## config.mk

```make
export PLATFORM = sky130hd
export DESIGN_NAME = shift_left_seq
export DESIGN_NICKNAME = d
export VERILOG_FILES = /design/src/rtl/shift_left_seq_pkg.sv /design/src/rtl/shift_left_seq_ctrl.sv /design/src/rtl/shift_left_seq.sv
export SDC_FILE = /design/constraint.sdc
export NUM_CORES = 1
export LEC_CHECK = 0
export BUFFER_PORTS_ARGS = -buffer_cell sky130_fd_sc_hd__buf_2
export CAP_MARGIN = 5
export CORE_MARGIN = 2
export CORE_UTILIZATION = 35
export CTS_CLUSTER_DIAMETER = 100
export DETAILED_ROUTE_END_ITERATION = 10
export SYNTH_ARGS = -nofsm -noshare
export SYNTH_HDL_FRONTEND = slang
export SYNTH_HIERARCHICAL = 1
export SYNTH_SLANG_ARGS = --single-unit
```

## constraint.sdc

```tcl
create_clock -name clk -period 2.7 [get_ports clk]
set_input_delay 0 -clock clk [delete_from_list [all_inputs] [get_ports clk]]
set_output_delay 0 -clock clk [all_outputs]
set_load 0.02 [all_outputs]
```

## src/rtl/shift_left_seq_pkg.sv

```systemverilog
// shift_left_seq_pkg: shared width, counter width and FSM state encoding for the sequential left shifter
package shift_left_seq_pkg;
  localparam int WIDTH = 32;
  localparam int CNTW = 6;
  typedef enum logic [1:0] {IDLE = 2'd0, SHIFT = 2'd1, DONE = 2'd2} state_t;
endpackage

```

## src/rtl/shift_left_seq_ctrl.sv

```systemverilog
// shift_left_seq_ctrl: FSM and shift counter; ports clk, rst, start, y in; load, step, fin (entering DONE), busy, done out
module shift_left_seq_ctrl #(
  parameter int WIDTH = shift_left_seq_pkg::WIDTH,
  parameter int CNTW = shift_left_seq_pkg::CNTW
) (
  input  logic             clk,
  input  logic             rst,
  input  logic             start,
  input  logic [WIDTH-1:0] y,
  output logic             load,
  output logic             step,
  output logic             fin,
  output logic             busy,
  output logic             done
);
  import shift_left_seq_pkg::*;
  localparam int SW = $clog2(WIDTH);
  state_t state, state_nx;
  logic [CNTW-1:0] cnt, cnt_ld;
  always_comb begin
    cnt_ld = |y[WIDTH-1:SW] ? CNTW'(WIDTH) : CNTW'(y[SW-1:0]);
    load = state == IDLE && start;
    step = state == SHIFT;
    state_nx = load ? (cnt_ld != '0 ? SHIFT : DONE) : step ? (cnt == CNTW'(1) ? DONE : SHIFT) : IDLE;
    fin = state_nx == DONE;
    busy = state != IDLE;
    done = state == DONE;
  end
  always_ff @(posedge clk) begin
    if (rst) begin
      state <= IDLE;
      cnt <= '0;
    end else begin
      state <= state_nx;
      cnt <= load ? cnt_ld : step ? cnt - CNTW'(1) : cnt;
    end
  end
endmodule

```

## src/rtl/shift_left_seq.sv

```systemverilog
// shift_left_seq: one-bit-per-clock logical left shifter; ports clk, rst, start, X, Y in; Z, V, busy, done out
module shift_left_seq #(
  parameter int WIDTH = shift_left_seq_pkg::WIDTH,
  parameter int CNTW = shift_left_seq_pkg::CNTW
) (
  input  logic             clk,
  input  logic             rst,
  input  logic             start,
  input  logic [WIDTH-1:0] X,
  input  logic [WIDTH-1:0] Y,
  output logic [WIDTH-1:0] Z,
  output logic             V,
  output logic             busy,
  output logic             done
);
  import shift_left_seq_pkg::*;
  logic load, step, fin, vacc, vacc_nx;
  logic [WIDTH-1:0] acc, acc_nx;
  shift_left_seq_ctrl #(.WIDTH(WIDTH), .CNTW(CNTW)) u_ctrl (
    .clk(clk), .rst(rst), .start(start), .y(Y),
    .load(load), .step(step), .fin(fin), .busy(busy), .done(done)
  );
  always_comb begin
    acc_nx = load ? X : step ? {acc[WIDTH-2:0], 1'b0} : acc;
    vacc_nx = load ? 1'b0 : step ? vacc | acc[WIDTH-1] : vacc;
  end
  always_ff @(posedge clk) begin
    if (rst) begin
      acc <= '0;
      vacc <= 1'b0;
      Z <= '0;
      V <= 1'b0;
    end else begin
      acc <= acc_nx;
      vacc <= vacc_nx;
      if (fin) begin
        Z <= acc_nx;
        V <= vacc_nx;
      end
    end
  end
endmodule

```

==> results.yml, run 1 <==
finish:
  design_area_mm2: 0.004753
  area_delta_synth_final_pct: 31.36
  diodes: 0
  final_layout_size_suffix_gt1_frac: 0.2808
  finalNetCount: 560
setup_path:
  cp-end-kind: "register"
  cp_max_fo: 21
  worstPathArrival_ns: 2.60
  r2r-end: "Z[29]$_SDFFE_PP0P_"
  critPathMaxStageDelay_ns: 0.56
  worstSetupStartpointType: "register"
  cp_slowest_cell: "or4_4"
  cp_cell_sequence: "or3b_4 -> or4_4 -> nand2_2 -> or3b_1 -> buf_4 -> o221ai_2"
  cp-endpoint: "Z[29]$_SDFFE_PP0P_"
  path_class: "reg2reg"
  r2r-start: "u_ctrl/state[1]$_SDFF_PP0_"
  rrSetupSlack_ns: 0.35
  r2r_cells: 6
  startpoint: "u_ctrl/state[1]$_SDFF_PP0_"
  crit_required_ns: 2.95
floorplanning:
  io_pins: 102
  start_util: 0.3553
  die_w_um: 105.7
  die_height_um: 105.7
  placementRows: 37
  core_area_mm2: 0.01018
  dieArea_mm2: 0.01117
timing:
  fin_crit_sh: 0.8688
  worst_pin_slew_ns: 1.134
  setup_violations: 0
  slew_viol_final: 0
  final.min_clock_period_ns: 2.346
  finalHoldViolations: 0
  setup-tns-final_ns: 0
  fmaxAchievable_ghz: 0.4263
  fin_worst_skew_ns: 0.01267
  max_slew_margin: 0.2429
  rsz0062_at_grt: "false"
run:
  cap_violations: 0
power_and_ir_drop:
  p_leak_nw: 1.833
  p_per_area_mw_per_mm2: 526.6
  vdd_drop_max_v: 0.0002438
  fin_total_pwr_mw: 2.503
global_routing:
  grt_pass1_vias: 3219
  grt_use_met2: 0.2876
  track_usage: 0.1694
  grt_pass1_wl_um: 15540
  busiest_layer: "met2"
  antenna_found_initial: 0
  grt_use_met3: 0.02721
  grt_max_degree: 38
  gr-total-overflow: 0
  grt.met1_usage: 0.2142
place:
  dp_hpwl_um: 6134
  gp_congestion: 0.8174
  io_buffers: 101
  dpl_cell_area_mm2: 0.004179
logic_synthesis:
  syn-mean-instance-area_um2: 9.806
  synth_seq_cells: 74
  syn_inst: 369
  synth-edff-count: 0
  synth_seq_area_share: 0.4094
  yosys.cell_types.count: 41
  synthesis.nets: 438
  yosys_warnings: 6
  synthArstFlopShare: 0
  synth.cell_area_mm2: 0.003618
  synth-main-ff-cell: "dfxtp_1"
clocking:
  cts_tree: "built"
  cts-root-buf: "clkbuf_8"
  cts_buffer_depth: 2
  cts_sinks: 74
  hold_buffers: 37
  htree_levels: 3
  cts_made_buffers: 9
  postCtsSetupBuffers: 0
  cts_resized: 0
  clkTransAtPathRegs_ns: 0.08
  clk_latency_ns: 0.34
routing:
  vias_per_cell: 5.211
  wire_per_inst_um: 14.84
  num_vias: 3288
  wirelength_um: 9361
  final_antenna_net_count: 0
  dr.pass1.iters: 5
  drt_iter0_drc: 129
  drc: 0
run_status:
  status: "completed"
worst_hold_path:
  hp-class: "in2reg"
  worst_hold_path.num_cells: 5
[layout by cell type, fill, tap and decap left out, types with 2 or more instances in the layout]
cell / instances
buf_2: 101
dfxtp_1: 74
mux2i_1: 31
a21oi_1: 5
inv_1: 6
o21ai_0: 2
nor4_1: 8
nand2_1: 4
or2_2: 2
clkbuf_8: 12
nand3_1: 7
o22ai_1: 5
inv_2: 2
nor2_1: 6
o221ai_2: 4
buf_4: 9
o221ai_1: 27
xnor2_1: 3
nor4b_1: 2
nand2b_1: 31
nor2b_1: 31
or3b_1: 2
dlygate4sd3_1: 37
nor3_1: 3
ha_1: 2
a211oi_1: 31
nand4b_1: 31
[registers in the layout, indices dropped and copies added (netlist names)]
| name | cells |
|---|---|
| acc | 32 |
| V | 1 |
| Z | 32 |
| u_ctrl/cnt | 6 |
| vacc | 1 |
| u_ctrl/state | 2 |
[worst min-delay path by stage]
stage | startpoint | to
2_1_floorplan | rst | u_ctrl/state[1]$_SDFF_PP0_
3_3_place_gp | X[7] | Z[7]$_SDFFE_PP0P_
3_5_place_dp | X[20] | Z[20]$_SDFFE_PP0P_
4_1_cts | Y[21] | u_ctrl/state[0]$_SDFF_PP0_
5_1_grt | Y[27] | u_ctrl/state[0]$_SDFF_PP0_
6_report | Y[21] | u_ctrl/state[0]$_SDFF_PP0_
[cells by family after synthesis]
kind of cell	count (synthesis)	share of synthesized area
flops	74	0.4094
fa+ha+maj	2	0.006915
mux	33	0.09198
compound gates	79	0.1760
simple gates	134	0.2490
xor+xnor	3	0.007263
buf+inv	44	0.05947
[per-stage QoR]
step,setup slack (ns),hold slack [ns],cells,util
2_1_floorplan,0.4804,0.06244,369,-
3_3_place_gp,0.4258,0.2665,579,0.4103
3_5_place_dp,0.3773,0.2760,579,0.4103
4_1_cts,0.3446,0.05984,631,0.4667
5_1_grt,0.2532,0.1331,631,0.4667
6_report,0.3542,0.06802,631,0.4667
[where the power goes]
group	total [mW]	switching, mW	internal [mW]
clock	0.889	0.392	0.497
combinational	0.422	0.220	0.202
sequential	1.19	0.0378	1.15
[cells in the mapped netlist (all sizes together), types with 3 or more instances]
| master | n | area share |
|---|---|---|
| inv | 7 | 0.0073 |
| nand2 | 5 | 0.0052 |
| a21oi | 6 | 0.0093 |
| nor3 | 3 | 0.0041 |
| a211oi | 31 | 0.064 |
| nand3 | 7 | 0.0097 |
| buf | 16 | 0.030 |
| o22ai | 5 | 0.0086 |
| nor2b | 31 | 0.054 |
| clkbuf | 20 | 0.021 |
| nor2 | 6 | 0.0062 |
| nand4b | 31 | 0.075 |
| mux2i | 31 | 0.086 |
| or3b | 3 | 0.0080 |
| nor4 | 8 | 0.014 |
| dfxtp | 74 | 0.41 |
| o221ai | 31 | 0.082 |
| xnor2 | 3 | 0.0073 |
| nand2b | 32 | 0.056 |
[layer usage]
metal	vias up	wire, um
met4	0	189
met5	-	0
met1	1559	4361
li1	1642	-
met2	73	4480
met3	14	329
[critical path: cells and delay by family, from the launching register on]
| kind | cells | cell delay, ns |
|---|---|---|
| flops | 1 | 0.35 |
| buf+inv | 1 | 0.24 |
| compound gates | 1 | 0.21 |
| simple gates | 4 | 1.46 |
[area by class of cell]
type	instances	area, um^2
fill	999	5431
tap	136	170.2
timing repair buffer	147	943.4
inverter	8	30.03
sequential	74	1481
multi-input combinational	251	1924
clock buffer	13	168.9
clock inverter	2	35.03
No activity file was read; power rests on OpenSTA's default activity.
==> inputs of run 2 (changes only) <==
SYNTH_HIERARCHICAL = unset   (was 1)
==> results.yml, run 2 <==
logic_synthesis:
  synth_seq_cells: 74
  synth.cell_area_mm2: 0.003004
  ys_top_cells_by_count: "dfxtp_1 (74), a21oi_1 (66), nand2_1 (35)"
  yosys.area_share.simple: 0.1195
  synth_top_family_by_area: "compound AO/OA/AOI/OAI gates"
  yosys_warnings: 0
  synth_area_leader_cell: "dfxtp_1"
  synth-main-ff-cell: "dfxtp_1"
  synth_fa_ha_area_frac: 0.008330
  synth_xor_area_frac: 0.002915
  synth-edff-count: 0
  syn-mean-instance-area_um2: 8.862
  syn_inst: 339
  synth_seq_area_share: 0.4931
  synthesis.nets: 408
  synthArstFlopShare: 0
  yosys.cell_types.count: 36
  synthMuxAreaShare: 0.007080
  netlist.area_leader.share: 0.4931
  synth_area_leaders: "dfxtp_1 (49%), a21oi_1 (11%), a211oi_1 (7.7%), a22oi_1 (7.7%), nand2_1 (4.4%)"
  yosysMostFrequentCell: "dfxtp_1"
  synth_compound_area_frac: 0.3153
global_routing:
  grt_pass1_wl_um: 13960
  grt_pass1_vias: 2910
  grt_max_degree: 34
  track_usage: 0.1819
  antenna_found_initial: 0
  gr-total-overflow: 0
place:
  io_buffers: 101
  gp_congestion: 0.7705
  dp_hpwl_um: 5745
  dpl_cell_area_mm2: 0.003610
routing:
  drc: 0
  final_antenna_net_count: 0
  drt_iter0_drc: 138
  dr.pass1.iters: 4
  wirelength_um: 8328
  vias_per_cell: 5.190
  wire_per_inst_um: 14.48
  num_vias: 2984
timing:
  finalHoldViolations: 0
  rsz0062_at_grt: "false"
  holdWs_ns: 0.01002
  worst_pin_slew_ns: 0.5164
  slew_viol_final: 0
  setup-tns-final_ns: 0
  fin_worst_skew_ns: 0.008375
  fin_crit_sh: 0.7890
  max_slew_margin: 0.6557
  fmaxAchievable_ghz: 0.4694
  setup_violations: 0
  final.min_clock_period_ns: 2.130
setup_path:
  worstSetupStartpointType: "register"
  worstPathArrival_ns: 2.33
  crit_required_ns: 2.90
  cp-end-kind: "register"
  path_class: "reg2reg"
  cp_max_fo: 13
power_and_ir_drop:
  p_leak_nw: 1.683
  p_per_area_mw_per_mm2: 656.2
  vdd_drop_max_v: 0.0002636
  fin_total_pwr_mw: 2.704
finish:
  reg.largest.list: "Z: 32 flops, acc: 32 flops, u_ctrl.cnt: 6 flops"
  final_layout_size_suffix_gt1_frac: 0.2851
  final_common_cell: "buf_2"
  finalNetCount: 535
  area_delta_synth_final_pct: 37.19
  design_area_mm2: 0.004121
  diodes: 0
  final_cell_mix: "buf_2 (101), dfxtp_1 (74), a21oi_1 (66)"
floorplanning:
  core_area_mm2: 0.008258
  die_height_um: 96.65
  placementRows: 33
  die_w_um: 96.65
  start_util: 0.3638
  io_pins: 102
  dieArea_mm2: 0.009340
clocking:
  cts_buffer_depth: 2
  cts_made_buffers: 9
  cts_sinks: 74
  cts-root-buf: "clkbuf_8"
  cts_tree: "built"
  clkTransAtPathRegs_ns: 0.07
  htree_levels: 3
  clk_latency_ns: 0.34
run_status:
  status: "completed"
worst_hold_path:
  hp-class: "in2reg"
run:
  cap_violations: 0
-- run 2: path summary, 6_finish.rpt --
check	from	to	slack [ns]	cells after the start
setup / recovery	u_ctrl.state[0]$_SDFF_PP0_	Z[13]$_SDFFE_PP0N_	0.57	5
hold / removal	X[13]	acc[13]$_SDFF_PP0_	0.01	3
setup reg to reg	u_ctrl.state[0]$_SDFF_PP0_	Z[13]$_SDFFE_PP0N_	0.57	5
hold reg to reg	acc[11]$_SDFF_PP0_	acc[11]$_SDFF_PP0_	0.45	2
-- run 2: routing by layer --
layer	part of all wire	vias to the layer above	GRT usage
li1	-	1513	-
met1	0.44	1394	0.2292
met2	0.51	68	0.3072
met3	0.043	9	0.03107
met4	0.013	0	0.07692
met5	0	-	0
-- run 2: per-stage QoR --
| step | instances | setup slack, ns | utilization |
|---|---|---|---|
| finish | 575 | 0.5696 | 0.4991 |
| global route | 575 | 0.3960 | 0.4991 |
| CTS | 575 | 0.5685 | 0.4991 |
| detailed placement | 526 | 0.5845 | 0.4371 |
| global placement | 526 | 0.6268 | 0.4371 |
| floorplan | 339 | 0.7866 | - |
-- run 2: timing repair --
action | in CTS | in global routing
resized for setup | 0 | 0
buffers inserted | 0 | 0
hold endpoints to repair | 34 | 0
hold buffers | 34 | 0
-- run 2: cell type report --
class	instances	area (um^2)
fill	839	4136
sequential	74	1481
multi-input combinational	229	1379
timing repair buffer	148	943.4
clock buffer	13	158.9
tap	105	131.4
inverter	4	15.01
clock inverter	2	12.51
-- run 2: where the power goes --
group	internal, mW	switching (mW)	total [mW]
clock network	0.378	0.381	0.759
registers	1.21	0.0658	1.27
logic	0.275	0.397	0.673
total	1.86	0.844	2.70
-- run 2: worst max-delay path, cell delays in order, from the launching register on --
cell and delay (ns):
dfxtp_1 0.34, or3b_1 0.44, o41ai_4 0.37, and2_1 0.45, buf_4 0.29, a211oi_1 0.09
-- run 2: kinds of logic (layout without fill, tap and decap cells) --
family                     count (synthesis)  count (layout)
AOI/OAI and AO/OA                        146             146
xor gates and xnor gates                   1               1
adders and majority gates                  2               2
buffers and inverters                     36             167
DFF                                       74              74
muxes                                      2               2
and+or+nand+nor                           78              78
